<file path="src/rtl/accel_pkg.sv">
// accel_pkg: state encoding and default datapath widths shared by the PE accumulate/writeback stages
package accel_pkg;
    typedef enum logic [0:0] {ACCUM, DONE} acc_state_t;
    localparam int IN_WIDTH_DEF  = 16;
    localparam int ACC_WIDTH_DEF = 32;
    localparam int CNT_WIDTH_DEF = 10;
endpackage

</file>
<file path="src/rtl/mac_accumulator_if.sv">
// mac_accumulator_if: product stream in, accumulated sum out, plus length config and busy status
interface mac_accumulator_if import accel_pkg::*; #(
    parameter int IN_WIDTH  = IN_WIDTH_DEF,
    parameter int ACC_WIDTH = ACC_WIDTH_DEF,
    parameter int CNT_WIDTH = CNT_WIDTH_DEF
);
    logic [CNT_WIDTH-1:0] cfg_len;
    logic [IN_WIDTH-1:0]  in_data;
    logic                 in_valid;
    logic                 in_ready;
    logic [ACC_WIDTH-1:0] out_data;
    logic                 out_valid;
    logic                 out_ready;
    logic                 busy;
    modport master (
        output cfg_len, in_data, in_valid, out_ready,
        input  in_ready, out_data, out_valid, busy
    );
    modport slave (
        input  cfg_len, in_data, in_valid, out_ready,
        output in_ready, out_data, out_valid, busy
    );
endinterface

</file>
<file path="src/rtl/mac_accumulator_reg.sv">
// mac_accumulator_reg: write-enabled register building block with asynchronous active-low reset
module mac_accumulator_reg #(
    parameter int             W   = 1,
    parameter logic [W-1:0]   RST = '0
) (
    input  logic         clk,
    input  logic         arst_n_in,
    input  logic         en,
    input  logic [W-1:0] d,
    output logic [W-1:0] q
);
    always_ff @(posedge clk or negedge arst_n_in) begin
        if (!arst_n_in) q <= RST;
        else if (en) q <= d;
    end
endmodule

</file>
<file path="src/rtl/mac_accumulator.sv">
// mac_accumulator: sums a configurable-length group of signed products and
// holds the result on a valid/ready output until the writeback stage takes it.
module mac_accumulator import accel_pkg::*; #(
    parameter int IN_WIDTH  = IN_WIDTH_DEF,
    parameter int ACC_WIDTH = ACC_WIDTH_DEF,
    parameter int CNT_WIDTH = CNT_WIDTH_DEF
) (
    input logic              clk,
    input logic              arst_n_in,
    mac_accumulator_if.slave bus
);
    acc_state_t           state, state_d;
    logic [0:0]           state_q;
    logic                 state_en;
    logic [ACC_WIDTH-1:0] acc, acc_d, ext;
    logic [CNT_WIDTH-1:0] cnt, cnt_d, cnt_inc, len_q, cfg_eff, eff_len;
    logic                 accept, first, last;

    assign state = acc_state_t'(state_q);
    assign ext   = ACC_WIDTH'($signed(bus.in_data));

    // The first beat overwrites acc and takes its length straight from cfg_len,
    // so a group never needs a separate clear cycle.
    always_comb begin
        accept  = bus.in_valid && state == ACCUM;
        first   = cnt == '0;
        cfg_eff = bus.cfg_len == '0 ? CNT_WIDTH'(1) : bus.cfg_len;
        eff_len = first ? cfg_eff : len_q;
        cnt_inc = cnt + CNT_WIDTH'(1);
        last    = cnt_inc == eff_len;
        cnt_d   = last ? '0 : cnt_inc;
        acc_d   = first ? ext : acc + ext;
    end

    always_comb begin
        state_d  = state;
        state_en = 1'b0;
        state_d  = state == ACCUM ? DONE : ACCUM;
        state_en = state == ACCUM ? accept && last : bus.out_ready;
    end

    mac_accumulator_reg #(.W(1), .RST(1'(ACCUM))) u_state (
        .clk(clk), .arst_n_in(arst_n_in), .en(state_en), .d(state_d), .q(state_q)
    );
    mac_accumulator_reg #(.W(ACC_WIDTH)) u_acc (
        .clk(clk), .arst_n_in(arst_n_in), .en(accept), .d(acc_d), .q(acc)
    );
    mac_accumulator_reg #(.W(CNT_WIDTH)) u_cnt (
        .clk(clk), .arst_n_in(arst_n_in), .en(accept), .d(cnt_d), .q(cnt)
    );
    mac_accumulator_reg #(.W(CNT_WIDTH)) u_len (
        .clk(clk), .arst_n_in(arst_n_in), .en(accept && first), .d(cfg_eff), .q(len_q)
    );

    assign bus.in_ready  = state == ACCUM;
    assign bus.out_valid = state == DONE;
    assign bus.out_data  = acc;
    assign bus.busy      = state == DONE || cnt != '0;
endmodule

</file>
<file path="src/flat_wrapper.sv">
// flat-port wrapper written by rule: the top's interface ports become plain ports
module mac_accumulator_flat import accel_pkg::*;
#(
    parameter int IN_WIDTH  = IN_WIDTH_DEF,
    parameter int ACC_WIDTH = ACC_WIDTH_DEF,
    parameter int CNT_WIDTH = CNT_WIDTH_DEF
)
  (clk, arst_n_in, bus_cfg_len, bus_in_data, bus_in_valid, bus_out_ready, bus_in_ready, bus_out_data, bus_out_valid, bus_busy);
  mac_accumulator_if #(.IN_WIDTH(IN_WIDTH), .ACC_WIDTH(ACC_WIDTH), .CNT_WIDTH(CNT_WIDTH)) bus_i ();
  input logic clk;
  input logic arst_n_in;
  input wire logic [$bits(bus_i.cfg_len)-1:0] bus_cfg_len;
  input wire logic [$bits(bus_i.in_data)-1:0] bus_in_data;
  input wire logic [$bits(bus_i.in_valid)-1:0] bus_in_valid;
  input wire logic [$bits(bus_i.out_ready)-1:0] bus_out_ready;
  output wire logic [$bits(bus_i.in_ready)-1:0] bus_in_ready;
  output wire logic [$bits(bus_i.out_data)-1:0] bus_out_data;
  output wire logic [$bits(bus_i.out_valid)-1:0] bus_out_valid;
  output wire logic [$bits(bus_i.busy)-1:0] bus_busy;
  assign bus_i.cfg_len = bus_cfg_len;
  assign bus_i.in_data = bus_in_data;
  assign bus_i.in_valid = bus_in_valid;
  assign bus_i.out_ready = bus_out_ready;
  assign bus_in_ready = bus_i.in_ready;
  assign bus_out_data = bus_i.out_data;
  assign bus_out_valid = bus_i.out_valid;
  assign bus_busy = bus_i.busy;
  mac_accumulator #(.IN_WIDTH(IN_WIDTH), .ACC_WIDTH(ACC_WIDTH), .CNT_WIDTH(CNT_WIDTH)) u_core (.clk(clk), .arst_n_in(arst_n_in), .bus(bus_i));
endmodule
</file>
<file path="config.mk">
export PLATFORM = sky130hd
export DESIGN_NAME = mac_accumulator_flat
export DESIGN_NICKNAME = d
export VERILOG_FILES = /design/src/rtl/accel_pkg.sv /design/src/rtl/mac_accumulator_if.sv /design/src/rtl/mac_accumulator_reg.sv /design/src/rtl/mac_accumulator.sv /design/src/flat_wrapper.sv
export SDC_FILE = /design/constraint.sdc
export NUM_CORES = 1
export LEC_CHECK = 0
export ABC_AREA = 1
export CORE_MARGIN = 5
export CORE_UTILIZATION = 52
export DETAILED_ROUTE_END_ITERATION = 6
export GPL_TIMING_DRIVEN = 1
export PLACE_DENSITY_LB_ADDON = 0.25
export SLEW_MARGIN = 20
export SYNTH_ARGS = -nofsm -noshare
export SYNTH_HDL_FRONTEND = slang
export SYNTH_SLANG_ARGS = --single-unit
</file>
<file path="constraint.sdc">
create_clock -name clk -period 1.95 [get_ports clk]
set_input_delay 0.585 -clock clk [delete_from_list [all_inputs] [get_ports clk]]
set_output_delay 0.585 -clock clk [all_outputs]
set_load 0.02 [all_outputs]
</file>
**Yosys cells after proc, flatten, opt, wreduce, memory -nomap -nowiden**

Index checks and enable logic that the tools add are counted.

- Mux-type cells: 6
- Add/sub/neg operators: 2
- Eq/ne operators: 1
- Reduce and logical (&&, ||, !) cells: 7
- Bitwise operators: 1

Operators by type and width:

| kind | count |
|---|---|
| $add 32x32->32 | 1 |
| $mux 32 | 1 |
| $mux 10 | 3 |
| $logic_not 10->1 | 2 |
| $add 10x1->10 const B | 1 |
| $eq 10x10->1 | 1 |
| $reduce_bool 10->1 | 1 |
| $logic_and 1x1->1 | 3 |
| $mux 1 | 2 |
| $logic_or 1x1->1 | 1 |
| $not 1->1 | 1 |

- Register bits after elaboration: 53
- Input bits: 30

**Longest topological paths before layout**

Gate-level depths: netlist (run 1).

- Depth in word-level cells: 6
- Mapped depth: 16

**Cells and area by module**

From an unflattened synthesis (run 1), not the netlist that was laid out.

- Cells, all modules: 838
- Area total of the unflattened synthesis: 5147.4 um^2

Modules (own cells, without submodules):

| module | area each (um^2) | cells an instance | times used |
|---|---|---|---|
| mac_accumulator | 3059.2 | 613 | 1 |
| mac_accumulator_reg at u_core.u_acc | 1292.5 | 136 | 1 |
| mac_accumulator_reg at u_core.u_cnt ... | 377.9 | 42 | 2 |
| mac_accumulator_reg at u_core.u_state | 40.0 | 5 | 1 |

**Worst setup path after synthesis (run 1)**

Ideal clock, no wire load.

- Kind: in2reg
- Start: input port bus_in_data[0]
- End: register u_core.u_acc.q[20]
- Path slack: -129 ps
- Data arrival time: 2001 ps
- Stages: 13
- Cells stage by stage: ha_1 fa_1 nand3_1 nand2_1 nand2_1 nand2_1 nand2_1 nand2_1 nand3_1 nand2_1 nand2_1 nand3_1 a21oi_1

- Cells in the longest elaborated chain, start to end: 2

Ends and longest elaborated chain:

| item | line | source |
|---|---|---|
| start: declaration | flat_wrapper.sv:13 | `input wire logic [$bits(bus_i.in_data)-1:0] bus_in_data;` |
| $add 32x32->32 | mac_accumulator.sv:32 | `acc_d = first ? ext : acc + ext;` |
| $mux 32 | mac_accumulator.sv:32 |  |
| end signal: assignment | mac_accumulator_reg.sv:13 | `if (!arst_n_in) q <= RST;` |
| end signal: assignment | mac_accumulator_reg.sv:14 | `else if (en) q <= d;` |
| end: declaration | mac_accumulator_reg.sv:10 | `output logic [W-1:0] q` |

No other way between the ends.
A chain may end at the register's enable or synchronous reset.

**Worst setup path after layout (run 1)**

- Start: register u_core.u_cnt.q[0]
- End: register u_core.u_cnt.q[2]

- Cells in the longest elaborated chain, start to end: 4

Ends and longest elaborated chain:

| item | line | source |
|---|---|---|
| start: declaration | mac_accumulator_reg.sv:10 |  |
| start signal: assignment | mac_accumulator_reg.sv:13 |  |
| start signal: assignment | mac_accumulator_reg.sv:14 |  |
| branches (longest 3 deep; another with $add 10x1->10) | -- |  |
| $mux 10 * | mac_accumulator.sv:31 | `cnt_d = last ? '0 : cnt_inc;` |

Every way passes the cells marked *.

==> flow_summary.json, run 1 <==
{
  "status": "finished with violations",
  "violations": "setup timing",
  "fin_crit_sh_pct": 109,
  "cts_buffer_depth": 2,
  "start_kind": "flip-flop",
  "syn_avg_cell_area_um2": 6.10,
  "max_freq_mhz": 470,
  "ant_nets": 0,
  "htreeDepth": 2,
  "io-pin-count": 65,
  "synth_fp_nets": 910,
  "clk_pin_slew_ps": 130,
  "area_growth_pct": 59.4,
  "overflow": 0,
  "drcViolationCount": 0,
  "synthTopCellsByArea": "dfrtp_1 (26%), nand2_1 (22%), inv_1 (8.3%), ha_1 (8.0%), nor2_1 (6.5%)",
  "nets": 1105,
  "drt_iter0_drc": 752,
  "routed_wl_mm": 22.3,
  "reg2reg_slack_ps": -180,
  "crit_path_end_kind": "flip-flop",
  "arrival_ps": 2350,
  "seq_area_mm2": 0.00133,
  "fin_area_mm2": 0.00823,
  "worst_pin_slew_ps": 402,
  "fin_ws_ps": -178,
  "root_buffer": "clkbuf_8",
  "skew_ps": 30.7,
  "fill_cells": 515,
  "placed_cell_area_mm2": 0.00685,
  "hold_class": "input port to asynchronous set/reset pin",
  "dp.cells": 1143,
  "power.density_mw_per_mm2": 1770,
  "synth.top_cell.area_share_pct": 25.7,
  "die_w_um": 110,
  "min_period_ps": 2130,
  "critical_path_class": "flip-flop to flip-flop",
  "cap_violations": 0,
  "port_buffers": 64,
  "power_leakage_nw": 4.14,
  "seq_area_frac_synth_pct": 25.7,
  "ys_ff_latch": 53,
  "num_vias": 6952,
  "cts_tree": "done",
  "grt_pass1_vias": 5823,
  "die_y_um": 110,
  "fin_cells": 1175,
  "crit_required_ps": 2170,
  "cts-buffers-inserted": 5,
  "clk_latency_ps": 350,
  "synth_area_leader_cell": "dfrtp_1",
  "antenna_found_initial": 0,
  "synth_warnings": 0,
  "post_drt_wl_per_cell_um": 19.0,
  "drtPass1Iterations": 7,
  "gp_congestion": 0.932,
  "crit_fanout": 6,
  "hold_viol_final": 0,
  "r2r_end": "u_core.u_cnt.q[2]$_DFFE_PN0P_",
  "slew_viol_final": 0,
  "rsz0062_at_grt": "yes",
  "startpoint": "u_core.u_cnt.q[0]$_DFFE_PN0P_",
  "grt_pass1_wl_mm": 26.6,
  "drive_gt1_share_pct": 37.1,
  "r2r_start": "u_core.u_cnt.q[0]$_DFFE_PN0P_",
  "multi_input_area_mm2": 0.00449,
  "ir_worst_vdd_uv": 823,
  "placementRows": 36,
  "grt_start_max_net_pins": 54,
  "viasPerCell": 5.92,
  "dp_hpwl_mm": 11.7,
  "synth.distinct_cells": 35,
  "ff2ff_path_depth": 14,
  "slew_headroom_pct": 73.2,
  "diodes": 0,
  "cts_sinks": 53,
  "syn_inst": 846,
  "grt_usage_pct": 27.7,
  "die_area_mm2": 0.0120,
  "syn_area_mm2": 0.00516,
  "initial_core_util_pct": 53.0,
  "core_area_mm2": 0.00973,
  "p_total_mw": 14.5,
  "setup_viol_count_final": 29
}
cell usage in the layout, fill, tap and decap left out, drive strengths merged, types with 2 or more instances in the layout:
master	synthesis	routed
dlymetal6s2s	0	4
clkdlybuf4s50	0	13
nor3	7	7
buf	8	141
inv	118	118
a21oi	52	52
clkdlybuf4s15	0	2
ha	33	33
clkbuf	8	17
nand4	7	7
o21bai	6	6
or2	3	3
dfrtp	53	53
nand3b	9	9
dlygate4sd2	0	32
o211ai	2	2
mux2	3	3
xnor2	5	5
a21o	2	2
nand3	69	70
nand2	309	309
xor2	10	10
nor2	99	99
o21ai	39	39
metal layers:
metal / wire [um] / vias up / share of wire (%) / GRT usage, %
met5: 0 / - / 0 / 0
met3: 2100 / 185 / 9.4 / 3.88
met2: 10400 / 510 / 47 / 50.1
met1: 8040 / 3185 / 36 / 32.6
met4: 1740 / 0 / 7.8 / 12.0
li1: - / 3072 / - / -
cell usage after synthesis:
cell / n
nor2_4: 6
nand2_2: 7
nand4_1: 7
ha_1: 33
o21a_1: 1
nor2_1: 89
mux2_2: 3
buf_1: 1
a21oi_1: 52
nor3_1: 7
o21ai_0: 37
o21ai_1: 2
buf_4: 1
xnor2_2: 1
buf_2: 3
inv_1: 114
nor4_1: 1
nand2_1: 302
dfrtp_1: 53
or2_2: 3
nand3_4: 1
xor2_1: 10
inv_2: 4
a21o_1: 2
o211ai_1: 2
clkinv_1: 1
nand3b_1: 9
xnor2_1: 4
clkbuf_1: 8
nand3_2: 4
nand3_1: 64
o21bai_1: 6
nor2_2: 4
buf_6: 3
fa_1: 1
cells by family (layout without fill, tap and decap cells):
logic type | after synthesis | in the layout | synth area share [%]
AOI/OAI and AO/OA | 102 | 102 | 10.4
xor gates and xnor gates | 15 | 15 | 2.69
buffers and inverters | 135 | 330 | 10.4
and+or+nand+nor | 504 | 505 | 41.7
muxes | 3 | 3 | 0.655
adders and majority gates | 34 | 34 | 8.39
DFF | 53 | 53 | 25.7
power breakdown:
part	internal, mW	switching (mW)
registers	1.58	0.624
logic	4.84	6.62
clock network	0.419	0.455
worst max-delay path: stages, from the launching register on:
cell     delay (ps)
dfrtp_1         430
inv_2           100
ha_4            160
buf_6           110
nand2_4          50
nor2_4          190
nand3_4         140
nand2_1         100
nand3_1          90
nand2_1          90
nand2_2          70
nor2_4          160
nand3_4         160
nand2_2         110
nand2_1          50
worst max-delay path by stage:
stage                                           endpoint  slack (ps)  cells past startpoint
after floorplan           u_core.u_acc.q[28]$_DFFE_PN0P_         -20                     13
after global placement    u_core.u_acc.q[25]$_DFFE_PN0P_        -700                     11
after detailed placement  u_core.u_acc.q[25]$_DFFE_PN0P_        -730                     11
after CTS                  u_core.u_cnt.q[2]$_DFFE_PN0P_        -140                     16
after global routing       u_core.u_cnt.q[0]$_DFFE_PN0P_        -270                     16
final                      u_core.u_cnt.q[2]$_DFFE_PN0P_        -180                     14
per-stage QoR:
stage	hold slack, ps	util, %	setup TNS [ps]	setup slack, ps
2_1_floorplan	289	-	-61.4	-24.3
3_3_place_gp	462	70.4	-20010	-698
3_5_place_dp	472	70.4	-21310	-726
4_1_cts	253	77.4	-866	-135
5_1_grt	237	84.6	-6000	-273
6_report	204	84.6	-3110	-178
sequential cells by signal, indices dropped and copies added, names as in the netlist:
signal            count
u_core.u_acc.q       32
u_core.u_len.q       10
u_core.u_state.q      1
u_core.u_cnt.q       10
final cells by class:
| type | instances | area share, % |
|---|---|---|
| inverter | 119 | 5.43 |
| multi-input combinational | 659 | 54.5 |
| timing repair buffer | 203 | 20.4 |
| sequential | 53 | 16.1 |
| clock buffer | 6 | 1.00 |
| tap | 133 | 2.02 |
| clock inverter | 2 | 0.456 |
what timing repair did:
| item | 4_1_cts | 5_1_grt |
|---|---|---|
| hold buffers | 0 | 0 |
| gates resized for setup | 157 | 172 |
| buffers inserted | 8 | 14 |
| cloned | 2 | 1 |
| pin swaps | 33 | 92 |
| endpoints found under the setup margin | 56 | 41 |
Note: power is estimated with default switching activity, not from simulation.
==> run 2, diff against run 1 <==
--- a/config.mk
+++ b/config.mk
@@ -14,4 +14,5 @@
 export SLEW_MARGIN = 20
 export SYNTH_ARGS = -nofsm -noshare
 export SYNTH_HDL_FRONTEND = slang
+export SYNTH_HIERARCHICAL = 1
 export SYNTH_SLANG_ARGS = --single-unit
==> flow_summary.json, run 2 <==
{
  "status": "stopped before the end",
  "haltStage": "global routing",
  "error": "[ERROR GRT-0232] Routing congestion too high. Check the congestion heatmap in the GUI.",
  "htreeDepth": 2,
  "synth_warnings": 6,
  "initial_core_util_pct": 52.9,
  "grt_start_max_net_pins": 54,
  "ys.flop_type": "dfrtp_1",
  "cts_buffer_depth": 2,
  "synth.distinct_cells": 35,
  "synth_most_common_cell": "nand2_1",
  "syn_avg_cell_area_um2": 6.14,
  "die_w_um": 109,
  "overflow": 48,
  "synth.top_cell.area_share_pct": 26.3,
  "cts_sinks": 53,
  "synthTopCellsByCount": "nand2_1 (360), nor2_1 (70), inv_1 (65)",
  "cts-buffers-inserted": 5,
  "synth_area_leader_cell": "nand2_1",
  "ys_ff_latch": 53,
  "gp_congestion": 0.962,
  "cts_hold_buf": 0,
  "placementRows": 36,
  "post-place-ws_ps": -892,
  "root_buffer": "clkbuf_8",
  "grt_usage_pct": 69.0,
  "die_y_um": 109,
  "synthTopCellsByArea": "nand2_1 (26%), dfrtp_1 (26%), ha_1 (8.0%), nand3_1 (5.7%), a21oi_1 (5.3%)",
  "synth_fp_nets": 902,
  "worst-ep-kind": "top-level output",
  "crit_endpoint": "bus_busy",
  "syn_inst": 838,
  "port_buffers": 64,
  "synth_edf_count": 0,
  "syn_area_mm2": 0.00515,
  "seq_area_frac_synth_pct": 25.8,
  "postSynth.asyncResetShare_pct": 100,
  "dp_hpwl_mm": 14.0,
  "io-pin-count": 65
}
run 2: changes by cell type after synthesis, sizes merged, moves of 3 or more:
cell,before,now
o21ai,39,33
nand3,69,62
nor2,99,77
nand2,309,372
inv,118,72
xnor2,5,9
mux2,3,0
xor2,10,7
clkbuf,8,16
run 2: cell families after synthesis:
kind of cell | after synthesis | share of synthesized area, %
fa+ha+maj | 34 | 8.41
compound gates | 99 | 10.2
buf+inv | 97 | 9.21
simple gates | 539 | 43.7
flops | 53 | 25.8
xor+xnor | 16 | 2.72
run 2: layer usage:
metal | global-route usage [%] | GRT overflow
met1 | 68.9 | 0
met5 | 12.1 | 0
met3 | 48.4 | 0
met2 | 89.4 | 32
met4 | 69.9 | 16
run 2: timing repair:
action / CTS
buffers inserted: 19
pin swaps: 63
endpoints found under the setup margin: 75
resized for setup: 217
cloned: 1
run 2: stage by stage:
stage / util (%) / instance area [um2] / setup TNS [ps] / hold slack [ps] / std cells
floorplan: - / 5470 / -805 / 289 / 838
global placement: 74.8 / 7270 / -26510 / 454 / 1164
detailed placement: 74.8 / 7270 / -27760 / 459 / 1164
CTS: 83.7 / 8140 / -3290 / 222 / 1192
==> run 3, diff against run 2 <==
--- a/config.mk
+++ b/config.mk
@@ -7,10 +7,10 @@
 export LEC_CHECK = 0
 export ABC_AREA = 1
 export CORE_MARGIN = 5
-export CORE_UTILIZATION = 52
+export CORE_UTILIZATION = 40
 export DETAILED_ROUTE_END_ITERATION = 6
 export GPL_TIMING_DRIVEN = 1
-export PLACE_DENSITY_LB_ADDON = 0.25
+export PLACE_DENSITY_LB_ADDON = 0.15
 export SLEW_MARGIN = 20
 export SYNTH_ARGS = -nofsm -noshare
 export SYNTH_HDL_FRONTEND = slang
==> constraint.sdc (replaced) <==
create_clock -name clk -period 2.5 [get_ports clk]
set_input_delay 0.75 -clock clk [delete_from_list [all_inputs] [get_ports clk]]
set_output_delay 0.75 -clock clk [all_outputs]
set_load 0.02 [all_outputs]
==> flow_summary.json, run 3 <==
{
  "status": "complete, no violations",
  "grt_pass1_vias": 5558,
  "antenna_found_initial": 0,
  "met2_length_mm": 8.19,
  "hold_class": "input port to asynchronous set/reset pin",
  "path_cells": "clkdlybuf4s50_1, ha_4, buf_4, nand3_1, nand3_1, a21oi_2, nand2_2, or2_2, nand3_1, nand2_1, nand2_1, nand2_1",
  "dr_wl_met3_um": 602,
  "synthTopCellsByArea": "nand2_1 (26%), dfrtp_1 (26%), ha_1 (8.0%), nand3_1 (5.7%), a21oi_1 (5.3%)",
  "ant_nets": 0,
  "drive_gt1_share_pct": 25.1,
  "synth_area_leader_cell": "nand2_1",
  "die_w_um": 123,
  "crit_fanout": 5,
  "port_buffers": 64,
  "cap_violations": 0,
  "clk_pin_slew_ps": 80,
  "crit_path_end_kind": "flip-flop",
  "post_drt_wl_per_cell_um": 14.1,
  "drcViolationCount": 0,
  "wirelength_met1_mm": 7.42,
  "start_kind": "input port",
  "initial_core_util_pct": 40.8,
  "io-pin-count": 65,
  "reg_top3": "u_core/u_acc/q (32), u_core/u_cnt/q (10), u_core/u_len/q (10)",
  "seq_area_frac_synth_pct": 25.8,
  "gp_congestion": 0.885,
  "hold_viol_final": 0,
  "r2r_start": "u_core/u_cnt/q[0]$_DFFE_PN0P_",
  "placementRows": 41,
  "slowest_delay_ps": 540,
  "setup_viol_count_final": 0,
  "critical_path_class": "input port to flip-flop",
  "synth.distinct_cells": 35,
  "crit_slowest_cell": "clkdlybuf4s50_1",
  "core_area_mm2": 0.0126,
  "ff2ff_path_depth": 18,
  "postSynth.asyncResetShare_pct": 100,
  "top_register": "u_core/u_acc/q",
  "highest_layer": "met4",
  "power.density_mw_per_mm2": 1370,
  "r2r_end": "u_core/u_cnt/q[7]$_DFFE_PN0P_",
  "grt_start_max_net_pins": 54,
  "largest_reg_flops": 32,
  "ir_worst_vdd_uv": 440,
  "max_freq_mhz": 410,
  "htreeDepth": 2,
  "fin_crit_sh_pct": 97.4,
  "power_leakage_nw": 3.92,
  "clk_latency_ps": 320,
  "area_growth_pct": 47.2,
  "crit_required_ps": 2720,
  "cts-buffers-inserted": 5,
  "grt_pass1_wl_mm": 26.6,
  "drt_iter0_drc": 287,
  "skew_ps": 13.8,
  "synth.top_cell.area_share_pct": 26.3,
  "ys.flop_type": "dfrtp_1",
  "root_buffer": "clkbuf_16",
  "nets": 1075,
  "die_area_mm2": 0.0152,
  "cts_sinks": 53,
  "grt_usage_pct": 22.0,
  "syn_inst": 838,
  "synthTopCellsByCount": "nand2_1 (360), nor2_1 (70), inv_1 (65)",
  "routed_wl_mm": 16.6,
  "diodes": 0,
  "cts_buffer_depth": 2,
  "slew_viol_final": 0,
  "dp_hpwl_mm": 12.3,
  "post-place-ws_ps": -565,
  "slew_headroom_pct": 75.3,
  "cts_tree": "done",
  "viasPerCell": 4.91,
  "arrival_ps": 2650,
  "synth_edf_count": 0,
  "ys_ff_latch": 53,
  "min_period_ps": 2440,
  "worst_pin_slew_ps": 367,
  "layout_commonest_cell": "nand2_1",
  "drtPass1Iterations": 5,
  "syn_avg_cell_area_um2": 6.14,
  "syn_area_mm2": 0.00515,
  "num_vias": 5813,
  "reg2reg_slack_ps": 190,
  "fin_ws_ps": 63.8,
  "hold_slack_ps": 415,
  "overflow": 0,
  "synth_fp_nets": 902,
  "final_cell_mix": "nand2_1 (347), buf_4 (120), inv_1 (64), nor2_1 (57), nand3_1 (56)",
  "synth_most_common_cell": "nand2_1",
  "synth_warnings": 6,
  "die_y_um": 123
}
run 3: how the worst max path moves through the flow:
| stage | start | endpoint | slack [ps] | cells past startpoint |
|---|---|---|---|---|
| after floorplan | bus_in_data[0] | u_core/u_acc/q[14]$_DFFE_PN0P_ | 50 | 13 |
| after global placement | bus_in_data[0] | u_core/u_acc/q[14]$_DFFE_PN0P_ | -530 | 14 |
| after detailed placement | bus_in_data[0] | u_core/u_acc/q[14]$_DFFE_PN0P_ | -560 | 14 |
| after CTS | bus_in_data[15] | u_core/u_acc/q[31]$_DFFE_PN0P_ | -3 | 16 |
| after global routing | bus_in_data[10] | u_core/u_acc/q[31]$_DFFE_PN0P_ | -5 | 14 |
| final | bus_in_data[9] | u_core/u_acc/q[14]$_DFFE_PN0P_ | 60 | 12 |
run 3: metrics by stage:
stage	power, mW	TNS [ps]	cell area (um2)	util [%]	instances
6_report	10.4	0	7580	60.1	1184
5_1_grt	11.3	-10.7	7580	60.1	1184
4_1_cts	9.72	-3.25	7170	56.8	1177
3_5_place_dp	8.47	-12960	6730	53.3	1166
3_3_place_gp	8.45	-12450	6730	53.3	1166
2_1_floorplan	5.74	0	5150	-	838
run 3: routing by layer:
metal | vias up | GRT usage (%)
li1 | 3028 | -
met1 | 2653 | 27.5
met2 | 103 | 39.2
met3 | 29 | 2.70
met4 | 0 | 7.40
met5 | - | 0
run 3: logic make-up after synthesis:
group	Yosys count	synth area share [%]
flip-flops	53	25.8
adder cells (fa/ha/maj)	34	8.41
AND/OR/NAND/NOR	539	43.7
XOR/XNOR	16	2.72
buffers and inverters	97	9.21
AO/OA/AOI/OAI	99	10.2
run 3: where the power goes:
group	switching [mW]	total (mW)	leakage [nW]	internal, mW
Clock	0.375	0.856	0.0848	0.482
Sequential	0.410	1.66	0.661	1.25
Combinational	4.28	7.89	3.18	3.61
Total	5.07	10.4	3.92	5.34
run 3: area by class of cell:
type                       count  area [um2]
fill                        1215        5040
multi-input combinational    690        3930
timing repair buffer         189        1660
sequential                    53        1330
inverter                      72         278
tap                          172         215
clock buffer                   5         125
clock inverter                 3        47.5
run 3: timing repair:
action                                  4_1_cts  5_1_grt
endpoints found under the setup margin       24       37
pin swaps                                    11       19
cloned                                        1        2
gates resized for setup                      56       81
buffers inserted                              2        5
hold buffers                                  0        0
run 3: worst max-delay path, delay by kind of cell:
| family | cells | cell delay [ps] |
|---|---|---|
| buffers and inverters | 2 | 680 |
| AO/OA/AOI/OAI | 1 | 170 |
| adder cells (fa/ha/maj) | 1 | 240 |
| AND/OR/NAND/NOR | 8 | 830 |
